`config.mk`:
```
export PLATFORM = sky130hd
export DESIGN_NAME = downsizing
export DESIGN_NICKNAME = d
export VERILOG_FILES = /design/src/rtl/downsizing.sv
export SDC_FILE = /design/constraint.sdc
export NUM_CORES = 1
export LEC_CHECK = 0
export CORE_UTILIZATION = 45
export CTS_BUF_LIST = sky130_fd_sc_hd__clkbuf_16
export DETAILED_ROUTE_END_ITERATION = 7
export PLACE_DENSITY = 0.69
export RECOVER_POWER = 50
export SKIP_CTS_REPAIR_TIMING = 1
export SYNTH_ARGS = -nofsm -noshare
export SYNTH_HDL_FRONTEND = slang
export SYNTH_SLANG_ARGS = --single-unit
```
`constraint.sdc`:
```
create_clock -name aclk -period 14.05 [get_ports aclk]
set_input_delay 2.1075 -clock aclk [delete_from_list [all_inputs] [get_ports aclk]]
set_output_delay 2.1075 -clock aclk [all_outputs]
set_load 0.02 [all_outputs]
```
`src/rtl/downsizing.sv`:
```
// Width-halving stream stage: each 2W-bit word leaves as two W-bit beats, upper half first.
// A one-entry skid register keeps in_tready a pure flop output.
module downsizing #(
   parameter int W = 40
) (
   input  logic           aclk,
   input  logic           areset,
   input  logic [2*W-1:0] in_tdata,
   input  logic           in_tvalid,
   output logic           in_tready,
   output logic [W-1:0]   out_tdata,
   output logic           out_tvalid,
   input  logic           out_tready,
   output logic           out_tlast
);

   typedef enum logic [1:0] {
      IDLE = 2'd0,
      HI   = 2'd1,
      LO   = 2'd2
   } state_t;

   state_t         state;
   state_t         state_nx;
   logic [2*W-1:0] data_r;
   logic [2*W-1:0] data_nx;
   logic [2*W-1:0] skid_data;
   logic [2*W-1:0] skid_nx;
   logic           skid_valid;
   logic           skid_valid_nx;

   logic in_hs;
   logic out_hs;
   logic main_free;

   assign in_tready  = ~skid_valid;
   assign out_tvalid = (state != IDLE);
   assign out_tlast  = (state == LO);
   assign out_tdata  = (state == LO) ? data_r[W-1:0] : data_r[2*W-1:W];

   assign in_hs     = in_tvalid & in_tready;
   assign out_hs    = out_tvalid & out_tready;
   assign main_free = (state == IDLE) | ((state == LO) & out_hs);

   always_ff @(posedge aclk or posedge areset) begin
      if (areset) begin
         state      <= IDLE;
         data_r     <= '0;
         skid_data  <= '0;
         skid_valid <= 1'b0;
      end else begin
         state      <= state_nx;
         data_r     <= data_nx;
         skid_data  <= skid_nx;
         skid_valid <= skid_valid_nx;
      end
   end

   // Skid drains before new input so word order is preserved.
   always_comb begin
      state_nx      = state;
      data_nx       = data_r;
      skid_nx       = skid_data;
      skid_valid_nx = skid_valid;
      if ((state == HI) && out_hs) begin
         state_nx = LO;
      end
      if (main_free) begin
         if (skid_valid) begin
            data_nx       = skid_data;
            skid_valid_nx = 1'b0;
            state_nx      = HI;
         end else if (in_hs) begin
            data_nx  = in_tdata;
            state_nx = HI;
         end else begin
            state_nx = IDLE;
         end
      end else if (in_hs) begin
         skid_nx       = in_tdata;
         skid_valid_nx = 1'b1;
      end
   end

endmodule

```
# After elaboration in Yosys (flattened, before gate mapping)
# Cells that the tools add are included.
[classes]
mux = 9
eq_ne = 2
reduce_logical = 8
bitwise_logic = 6
[ops]
columns = ["op", "count"]
rows = [
  ["two-way mux 80 bit", 2],
  ["two-way mux 40 bit", 1],
  ["nonzero test 2 bit", 4],
  ["two-way mux 1 bit", 4],
  ["two-way mux 2 bit", 2],
  ["AND reduction 2 bit", 2],
  ["bitwise AND 1 bit", 3],
  ["== test 2 x 1 -> 1 bit, second input constant", 1],
  ["== test 2 bit, second input constant", 1],
  ["zero test 2 bit", 1],
  ["inverter 1 bit", 2],
  ["logical AND 1 bit", 1],
  ["bitwise OR 1 bit", 1],
]
[totals]
output_inout_bits = 43
ff_bits = 163
inputBits = 84

# Longest topological paths before layout
# Gate-level depths: netlist (run 1).
[logic_depth]
depth_word = 6
mapped_depth = 5
depth_no_buf = 3

# Worst setup path after synthesis (run 1)
# Ideal clock, no wire load.
[synth_timing]
path_kind = "register -> output"
from = "register state[0]"
to = "output out_tdata[5]"
path_stages_with_launch = 6
t_required_ns = 11.943
n_path_buf = 3
slack_ns = 10.574
arrival_time_ns = 1.368
path_cell_list = "dfrtp_1 > buf_2 > nand2b_1 > clkbuf_1 > buf_2 > mux2_1"
[synth_via]
elab_chain_len = 2
[synth_lines]
columns = ["element", "line_no", "text"]
rows = [
  ["start, declared", "23", "state_t state;"],
  ["start signal, assigned", "52", "state <= state_nx;"],
  ["== test 2 bit", "39", "assign out_tdata = (state == LO) ? data_r[W-1:0] : data_r[2*W-1:W];"],
  ["two-way mux 40 bit", "39", ""],
  ["end, declared", "11", "output logic [W-1:0] out_tdata,"],
]
# Every way passes these cells.

# Worst setup path after layout (run 1)
[layout_timing]
from = "input out_tready"
to = "register skid_data[25]"
[layout_via]
elab_chain_len = 5
[layout_lines]
columns = ["element", "line_no", "text"]
rows = [
  ["start, declared", "13", "input logic out_tready,"],
  ["bitwise AND 1 bit", "42", "assign out_hs = out_tvalid & out_tready;"],
  ["bitwise AND 1 bit", "43", "assign main_free = (state == IDLE) | ((state == LO) & out_hs);"],
  ["bitwise OR 1 bit", "43", ""],
  ["inverter 1 bit (no line)", "n/a", ""],
  ["AND reduction 2 bit (no line)", "n/a", ""],
  ["end signal, assigned", "54", "skid_data <= skid_nx;"],
  ["end, declared", "27", "logic [2*W-1:0] skid_data;"],
]
# Every way passes these cells.
# A chain may end at the register's enable or synchronous reset.

==> impl_metrics.env, run 1 <==
export IMPL_status="finished with violations"
export IMPL_synthCells=488
export IMPL_finalCritPeriodShare=0.430
export IMPL_clock_latency_ps=420
export IMPL_drv_slew=215
export IMPL_clkPwrFrac=0.204
export IMPL_gp_congestion=0.700
export IMPL_cp_top_family="compound AO/OA/AOI/OAI gates"
export IMPL_seq_power_share=0.346
export IMPL_internal_power_mw=1.67
export IMPL_hp_class="register to register"
export IMPL_setup_violations=0
export IMPL_rows=47
export IMPL_antenna_found_initial=0
export IMPL_critical_path_required_ps=14350
export IMPL_wl_per_cell_um=17.4
export IMPL_yosysTopAreaCellShare=0.538
export IMPL_total_power_mw=2.40
export IMPL_switching_share=0.304
export IMPL_synth_top_area_cell="dfrtp_1"
export IMPL_worst_ep_arrival_time_ps=6350
export IMPL_criticalPathCategory="input port to register"
export IMPL_peakVddDrop_uv=102
export IMPL_power_density_nw_per_um2=253
export IMPL_drive_above_1_share=0.495
export IMPL_drt_iter0_markers=108
export IMPL_n_fill_cell=1282
export IMPL_min_path_cells=1
export IMPL_initial_core_util=0.458
export IMPL_r2r_end="skid_data[25]"
export IMPL_numCtsBuffers=17
export IMPL_start_kind="input port"
export IMPL_worstReg2RegStart="state[1]"
export IMPL_hold_path_endpoint="data_r[3]"
export IMPL_grt_pass1_vias=4789
export IMPL_finalWirelength_um=14600
export IMPL_grt_max_degree=100
export IMPL_ys_top_cells_by_area="dfrtp_1 54%, mux2_2 41%, buf_6 2.2%, mux2_1 1.0%, clkbuf_1 0.45%"
export IMPL_finalClockSkew_ps=5.94
export IMPL_violations="DRC, capacitance limit, slew limit"
export IMPL_worst_pin_slew_ps=4270
export IMPL_cts_sinks=163
export IMPL_ant_nets=0
export IMPL_rsz0062_at_grt="no"
export IMPL_htree_levels=4
export IMPL_dieArea_um2=17400
export IMPL_cts_tree="yes"
export IMPL_reg2reg_slack_ps=9760
export IMPL_reg2reg_depth=4
export IMPL_coreArea_um2=16500
export IMPL_ctsLongestPathBuffers=2
export IMPL_area_delta_synth_final_pct=25.6
export IMPL_insertedDiodeCount=0
export IMPL_dieWidth_um=132
export IMPL_io_pins=127
export IMPL_viasPerCell=5.15
export IMPL_nets=691
export IMPL_dp_hpwl_um=9150
export IMPL_track_usage=0.183
export IMPL_endpoint_kind="register"
export IMPL_die_h_um=132
export IMPL_crit_buf_inv=2
export IMPL_maxCapViolCount=4
export IMPL_crit_slowest_cell="o211ai_1"
export IMPL_fin_setup_tns_ps=0
export IMPL_min_from="data_r[3]"
export IMPL_ys_ff_latch=163
export IMPL_avgSynthCellArea_um2=15.5
export IMPL_path_cells="dlygate4sd3_1, nor2b_1, o211ai_1, buf_4, mux2_2"
export IMPL_first_pass_iters=6
export IMPL_synth_nets=572
export IMPL_synth_cell_types=16
export IMPL_slew_headroom=-1.86
export IMPL_leakage_nw=3.92
export IMPL_grt_overflow=0
export IMPL_cts_root_buf="clkbuf_16"
export IMPL_yosysWarnings=0
export IMPL_clk_pin_slew_worst_paths_ps=60
export IMPL_drc=2
export IMPL_syn_cell_area_um2=7570
export IMPL_seq_area_frac_synth=0.538
export IMPL_worstPathMaxFanout=50
export IMPL_p_comb_frac=0.450
export IMPL_vias=4317
export IMPL_finalCriticalPeriod_ps=6040
export IMPL_critPathMaxStageDelay_ps=2240
export IMPL_hold_viol_final=0
export IMPL_grt_pass1_wl_um=24600
export IMPL_max_freq_mhz=166
export IMPL_switchingPower_uw=729
export IMPL_port_buffers=126
## worst max-delay path by stage
stage / startpoint / to / slack [ps] / depth (start not counted)
detailed placement: out_tready / skid_data[14] / 9110 / 5
global placement: out_tready / skid_data[27] / 9130 / 5
finish: out_tready / skid_data[25] / 8010 / 5
global route: areset / skid_valid / 7420 / 2
floorplan: areset / data_r[0] / 7540 / 1
CTS: state[0] / out_tdata[17] / 8850 / 3
## synth_stat cells
master    number
nor3_4         1
or2_2          1
buf_4          2
mux2_1         7
mux2_2       273
dfrtp_1      163
clkbuf_1       9
nand2b_1       1
nor2b_4        1
buf_2          5
nor2_1         3
a21o_1         2
or2b_1         1
buf_6         15
o211ai_2       1
inv_1          3
## power groups by stage
stage	logic, mW	clock network (mW)	registers (mW)
floorplan	0.819	0	0.794
global placement	1.06	0	0.823
detailed placement	1.09	0	0.839
CTS	1.09	0.504	0.832
global route	1.16	0.521	0.863
finish	1.08	0.491	0.831
## flip-flops by register name (all words and copies together) (netlist names)
name / cells
state: 2
data_r: 80
skid_data: 80
skid_valid: 1
## per-stage QoR
step / instance area (µm²) / setup WS [ps] / hold WS (ps) / std cells / util
global placement: 8930 / 9130 / 466 / 808 / 0.540
floorplan: 7570 / 7540 / 450 / 488 / -
detailed placement: 8930 / 9110 / 471 / 808 / 0.540
global route: 9510 / 7420 / 501 / 838 / 0.576
finish: 9510 / 8010 / 480 / 838 / 0.576
CTS: 9540 / 8850 / 485 / 838 / 0.578
## layer usage
layer	GRT usage	wire, µm
met1	0.228	6550
met4	0.0627	189
met2	0.300	7090
met3	0.0557	784
met5	0	0
## cell type report
| class | count | area, µm² | area share |
|---|---|---|---|
| tap | 220 | 275 | 0.0289 |
| multi-input combinational | 291 | 3230 | 0.340 |
| timing repair buffer | 131 | 1290 | 0.136 |
| clock buffer | 17 | 425 | 0.0447 |
| inverter | 3 | 12.5 | 0.00132 |
| sequential | 163 | 4080 | 0.429 |
| clock inverter | 13 | 193 | 0.0203 |
## logic make-up (layout without fill, tap and decap cells)
| kind of cell | Yosys count | count (layout) | synth area share |
|---|---|---|---|
| flops | 163 | 163 | 0.538 |
| mux | 280 | 280 | 0.416 |
| compound gates | 3 | 3 | 0.00363 |
| simple gates | 8 | 8 | 0.00810 |
| buf+inv | 34 | 164 | 0.0335 |
## placed cells by master, fill, tap and decap left out
master           count
buf_4                3
clkbuf_16           17
nor3_4               1
dfrtp_1            162
inv_6                1
inv_1                4
or2_2                1
bufinv_16            5
a21o_1               2
mux2_2             273
nor2_1               3
clkinv_1             3
nor2b_1              1
clkdlybuf4s50_1    124
dlygate4sd3_1        2
mux2_1               7
o211ai_1             1
clkinvlp_2           1
clkbuf_1             2
or2b_1               1
dfrtp_4              1
nand2b_2             1
clkinvlp_4           2
No activity file was read; power rests on OpenSTA's default activity.
==> run 2: changes to the inputs <==
==> constraint.sdc (replaced) <==
create_clock -name aclk -period 5.8 [get_ports aclk]
set_input_delay 0.87 -clock aclk [delete_from_list [all_inputs] [get_ports aclk]]
set_output_delay 0.87 -clock aclk [all_outputs]
set_load 0.02 [all_outputs]
==> run 2 against run 1 <==
  * Worst setup slack got worse by 6100 ps
  * Largest cell class unchanged
  * Wire length increased by 1.1%
  * Cell count rose by 0.48%
  * Combinational power rose by 140%
  * Sequential share of layout area down 0.11 points
  * Sequential power is 140% higher
  * Clock-buffer cell count is the same
  * Clock skew up 2.3 ps
  * The flow still finishes with violations (DRC, capacitance limit, slew limit)
  * Global-route usage decreased by 0.10 points
  * Utilization increased by 0.14 points
  * Sequential cell count unchanged
==> impl_metrics.env, run 2 (synthesized netlist as in run 1, its figures left out) <==
export IMPL_drive_above_1_share=0.505
export IMPL_fin_setup_tns_ps=0
export IMPL_power_density_nw_per_um2=608
export IMPL_gp_congestion=0.727
export IMPL_rsz0062_at_grt="no"
export IMPL_grt_pass1_vias=4782
export IMPL_htree_levels=4
export IMPL_worst_ep_arrival_time_ps=4080
export IMPL_cts_sinks=163
export IMPL_switchingPower_mw=1.78
export IMPL_reg2reg_depth=5
export IMPL_reg2reg_slack_ps=2080
export IMPL_final_cell_mix="273 x mux2_2, 162 x dfrtp_1, 124 x clkdlybuf4s50_1"
export IMPL_setup_ws_ps=1900
export IMPL_postPlaceCellArea_um2=8940
export IMPL_worstPathMaxFanout=72
export IMPL_nets=693
export IMPL_wl_per_cell_um=17.5
export IMPL_ctsLongestPathBuffers=2
export IMPL_final_util=0.577
export IMPL_hp_class="register to register"
export IMPL_final_common_cell="mux2_2"
export IMPL_slew_headroom=-0.531
export IMPL_p_comb_frac=0.451
export IMPL_grt_max_degree=82
export IMPL_rows=47
export IMPL_cts_tree="yes"
export IMPL_clk_pin_slew_worst_paths_ps=60
export IMPL_criticalPathCategory="input port to async pin"
export IMPL_first_pass_iters=6
export IMPL_antenna_found_initial=0
export IMPL_grtUsageMet2=0.298
export IMPL_worstReg2RegStart="skid_valid"
export IMPL_switching_share=0.306
export IMPL_start_kind="input port"
export IMPL_min_from="data_r[7]"
export IMPL_internal_power_mw=4.02
export IMPL_endpoint_kind="async pin"
export IMPL_worst_pin_slew_ps=2300
export IMPL_cts_root_buf="clkbuf_16"
export IMPL_dieArea_um2=17400
export IMPL_n_fill_cell=1325
export IMPL_grt_busiest_layer="met2"
export IMPL_grt_overflow=0
export IMPL_leakage_nw=3.94
export IMPL_initial_core_util=0.458
export IMPL_violations="DRC, capacitance limit, slew limit"
export IMPL_finalCritPeriodShare=0.673
export IMPL_finalClockSkew_ps=8.29
export IMPL_numCtsBuffers=17
export IMPL_finalWirelength_um=14800
export IMPL_insertedDiodeCount=0
export IMPL_coreArea_um2=16500
export IMPL_clkPwrFrac=0.201
export IMPL_final_cells=842
export IMPL_die_h_um=132
export IMPL_peakVddDrop_uv=451
export IMPL_seq_power_share=0.348
export IMPL_grt_util_met3=0.0588
export IMPL_fin_area_um2=9540
export IMPL_clock_latency_ps=410
export IMPL_min_path_cells=1
export IMPL_drc=2
export IMPL_r2r_end="data_r[70]"
export IMPL_ant_nets=0
export IMPL_drv_slew=239
export IMPL_maxCapViolCount=4
export IMPL_port_buffers=126
export IMPL_drt_iter0_markers=150
export IMPL_viasPerCell=5.12
export IMPL_finalCriticalPeriod_ps=3900
export IMPL_hold_viol_final=0
export IMPL_io_pins=127
export IMPL_track_usage=0.181
export IMPL_largest_registers="data_r (80), skid_data (80), state (2)"
export IMPL_max_freq_mhz=256
export IMPL_critical_path_required_ps=5980
export IMPL_setup_violations=0
export IMPL_vias=4314
export IMPL_hold_path_endpoint="data_r[7]"
export IMPL_area_delta_synth_final_pct=25.9
export IMPL_dp_hpwl_um=9130
export IMPL_grt_pass1_wl_um=24600
export IMPL_place_ws_ps=2370
export IMPL_dieWidth_um=132
export IMPL_grt_met1_usage=0.232
export IMPL_status="finished with violations"
export IMPL_dp_cells=810
run 2: cell count changes in the layout (fill, tap and decap cells not counted), moves of 2 or more:
| cell | before | now |
|---|---|---|
| clkbuf_2 | 0 | 2 |
| clkinv_2 | 0 | 3 |
| inv_1 | 4 | 2 |
| clkinv_4 | 0 | 3 |
run 2: final cells by class:
type,count,area (µm²),area share
sequential,163,4080,0.428
inverter,3,12.5,0.00131
tap,220,275,0.0289
timing repair buffer,133,1310,0.137
clock buffer,17,425,0.0446
multi-input combinational,291,3250,0.340
clock inverter,15,189,0.0198
run 2: through the flow:
stage,hold WS [ps],power (mW)
after global routing,504,6.16
after global placement,474,4.56
after floorplan,450,3.91
final,480,5.80
after detailed placement,472,4.66
after CTS,487,5.86
run 2: how the worst max path moves through the flow:
stage	from	cells past startpoint	endpoint
2_1_floorplan	areset	1	data_r[0]
3_3_place_gp	state[0]	3	out_tdata[24]
3_5_place_dp	state[0]	3	out_tdata[24]
4_1_cts	state[0]	3	out_tdata[24]
5_1_grt	areset	3	skid_data[77]
6_report	areset	3	skid_data[77]
run 2: power groups by stage:
stage / Clock, mW / Sequential (mW) / Combinational (mW)
2_1_floorplan: 0 / 1.92 / 1.98
3_3_place_gp: 0 / 2.00 / 2.56
3_5_place_dp: 0 / 2.04 / 2.62
4_1_cts: 1.20 / 2.02 / 2.63
5_1_grt: 1.25 / 2.10 / 2.81
6_report: 1.16 / 2.02 / 2.62
run 2: critical path, cell delays in order:
cell	delay (ps)
dlygate4sd3_1	540
clkinvlp_2	1120
clkbuf_2	1460
run 2: metal layers:
metal,routed length [µm],up-vias,part of all wire
met5,0,-,0
met4,80,0,0.0054
met3,771,8,0.052
met2,7220,90,0.49
met1,6700,2221,0.45
li1,-,1995,-
==> run 3: changes to the inputs <==
==> constraint.sdc (replaced) <==
create_clock -name aclk -period 3.7 [get_ports aclk]
set_input_delay 0.555 -clock aclk [delete_from_list [all_inputs] [get_ports aclk]]
set_output_delay 0.555 -clock aclk [all_outputs]
set_load 0.02 [all_outputs]
==> run 3 against run 2 <==
  * The run ends with capacitance limit, slew limit left
  * Design area decreased by 0.87%
  * Via count increased by 0.39%
  * Highest routed layer unchanged
  * First-iteration DRC count decreased by 42%
==> impl_metrics.env, run 3 (synthesized netlist as in run 1, its figures left out) <==
export IMPL_vias=4331
export IMPL_hp_class="register to register"
export IMPL_ctsLongestPathBuffers=2
export IMPL_io_pins=127
export IMPL_drt_iter0_markers=87
export IMPL_worst_pin_slew_ps=1650
export IMPL_grt_pass1_vias=4791
export IMPL_rows=47
export IMPL_initial_core_util=0.458
export IMPL_status="finished with violations"
export IMPL_critPathMaxStageDelay_ps=560
export IMPL_fin_setup_tns_ps=0
export IMPL_area_delta_synth_final_pct=24.8
export IMPL_finalWirelength_um=14500
export IMPL_die_h_um=132
export IMPL_leakage_nw=3.89
export IMPL_largest_registers="data_r (80), skid_data (80), state (2)"
export IMPL_cts_root_buf="clkbuf_16"
export IMPL_max_freq_mhz=314
export IMPL_power_density_nw_per_um2=922
export IMPL_final_cell_mix="273 x mux2_2, 162 x dfrtp_1, 124 x clkdlybuf4s50_1"
export IMPL_start_kind="register"
export IMPL_cts_tree="yes"
export IMPL_antenna_found_initial=0
export IMPL_path_cells="nand2b_2, buf_12, mux2_2, clkdlybuf4s50_1"
export IMPL_track_usage=0.182
export IMPL_drive_above_1_share=0.493
export IMPL_finalCritPeriodShare=0.860
export IMPL_gp_congestion=0.727
export IMPL_wl_per_cell_um=17.2
export IMPL_insertedDiodeCount=0
export IMPL_peakVddDrop_uv=509
export IMPL_setup_violations=0
export IMPL_worst_ep_arrival_time_ps=2630
export IMPL_clock_latency_ps=420
export IMPL_multi_input_area_um2=3230
export IMPL_drv_slew=37
export IMPL_slew_headroom=-0.107
export IMPL_htree_levels=4
export IMPL_coreArea_um2=16500
export IMPL_finalClockSkew_ps=6.79
export IMPL_crit_slowest_cell="nand2b_2"
export IMPL_critical_path_required_ps=3140
export IMPL_grt_pass1_wl_um=24500
export IMPL_dp_hpwl_um=9320
export IMPL_finalCriticalPeriod_ps=3180
export IMPL_final_common_cell="mux2_2"
export IMPL_grt_overflow=0
export IMPL_criticalPathCategory="register to output pin"
export IMPL_cts_sinks=163
export IMPL_first_pass_iters=6
export IMPL_port_buffers=126
export IMPL_n_fill_cell=1328
export IMPL_maxCapViolCount=1
export IMPL_viasPerCell=5.14
export IMPL_dieWidth_um=132
export IMPL_dieArea_um2=17400
export IMPL_clk_pin_slew_worst_paths_ps=60
export IMPL_drc=0
export IMPL_hold_viol_final=0
export IMPL_rsz0062_at_grt="no"
export IMPL_register_area_um2=4080
export IMPL_nets=694
export IMPL_endpoint_kind="output pin"
export IMPL_final_util=0.572
export IMPL_worstPathMaxFanout=21
export IMPL_numCtsBuffers=17
export IMPL_ant_nets=0
export IMPL_violations="capacitance limit, slew limit"
export IMPL_grt_max_degree=82
## run 3: changes by cell type in the layout (fill, tap and decap cells not counted), moves of 2 or more
cell / before / now
clkinv_1: 3 / 6
clkinvlp_4: 1 / 5
clkbuf_2: 2 / 0
clkinv_4: 3 / 0
clkbuf_1: 1 / 3
buf_12: 0 / 3
buf_4: 4 / 1
inv_1: 2 / 4
bufinv_16: 4 / 0
## run 3: cell type report
type | count | area share
clock buffers | 17 | 0.0450
clock inverters | 15 | 0.00821
repair buffers | 134 | 0.143
multi-input cells | 291 | 0.342
well taps | 220 | 0.0291
flip-flops and latches | 163 | 0.432
inverters | 3 | 0.00132
## run 3: worst max-delay path, delay by kind of cell (launching register included)
family	cells	cell delay (ps)
flops	1	470
buf+inv	2	800
simple gates	1	560
mux	1	360
## run 3: worst paths after layout
| path | from | endpoint | slack [ps] | depth (start not counted) |
|---|---|---|---|---|
| setup / recovery | state[0] | out_tdata[11] | 520 | 4 |
| hold / removal | data_r[0] | data_r[0] | 490 | 1 |
| setup reg to reg | skid_valid | data_r[19] | 890 | 4 |
| hold reg to reg | data_r[0] | data_r[0] | 490 | 1 |
| max in group asynchronous | areset | skid_data[31] | 810 | 3 |
| min in group asynchronous | areset | data_r[60] | 990 | 2 |
## run 3: power breakdown
part / internal [mW] / total [mW] / switching, mW
sequential: 2.72 / 3.26 / 0.543
clock: 0.832 / 1.51 / 0.674
combinational: 2.43 / 3.95 / 1.52
## run 3: metrics by stage
step | cell area [µm²] | instances | hold slack, ps | worst slack [ps] | total power, mW
2_1_floorplan | 7580 | 488 | 450 | 1070 | 6.13
3_3_place_gp | 9000 | 811 | 466 | 906 | 7.17
3_5_place_dp | 9000 | 811 | 475 | 845 | 7.31
4_1_cts | 9500 | 843 | 491 | 382 | 8.86
5_1_grt | 9450 | 843 | 500 | 269 | 9.27
6_report | 9450 | 843 | 486 | 517 | 8.72
## run 3: routing by layer
| layer | vias to the layer above | GRT usage | share of wire | wire length [µm] |
|---|---|---|---|---|
| li1 | 2004 | - | - | - |
| met2 | 89 | 0.306 | 0.50 | 7290 |
| met4 | 0 | 0.0730 | 0.017 | 254 |
| met3 | 20 | 0.0550 | 0.046 | 668 |
| met5 | - | 0 | 0 | 0 |
| met1 | 2218 | 0.219 | 0.44 | 6330 |
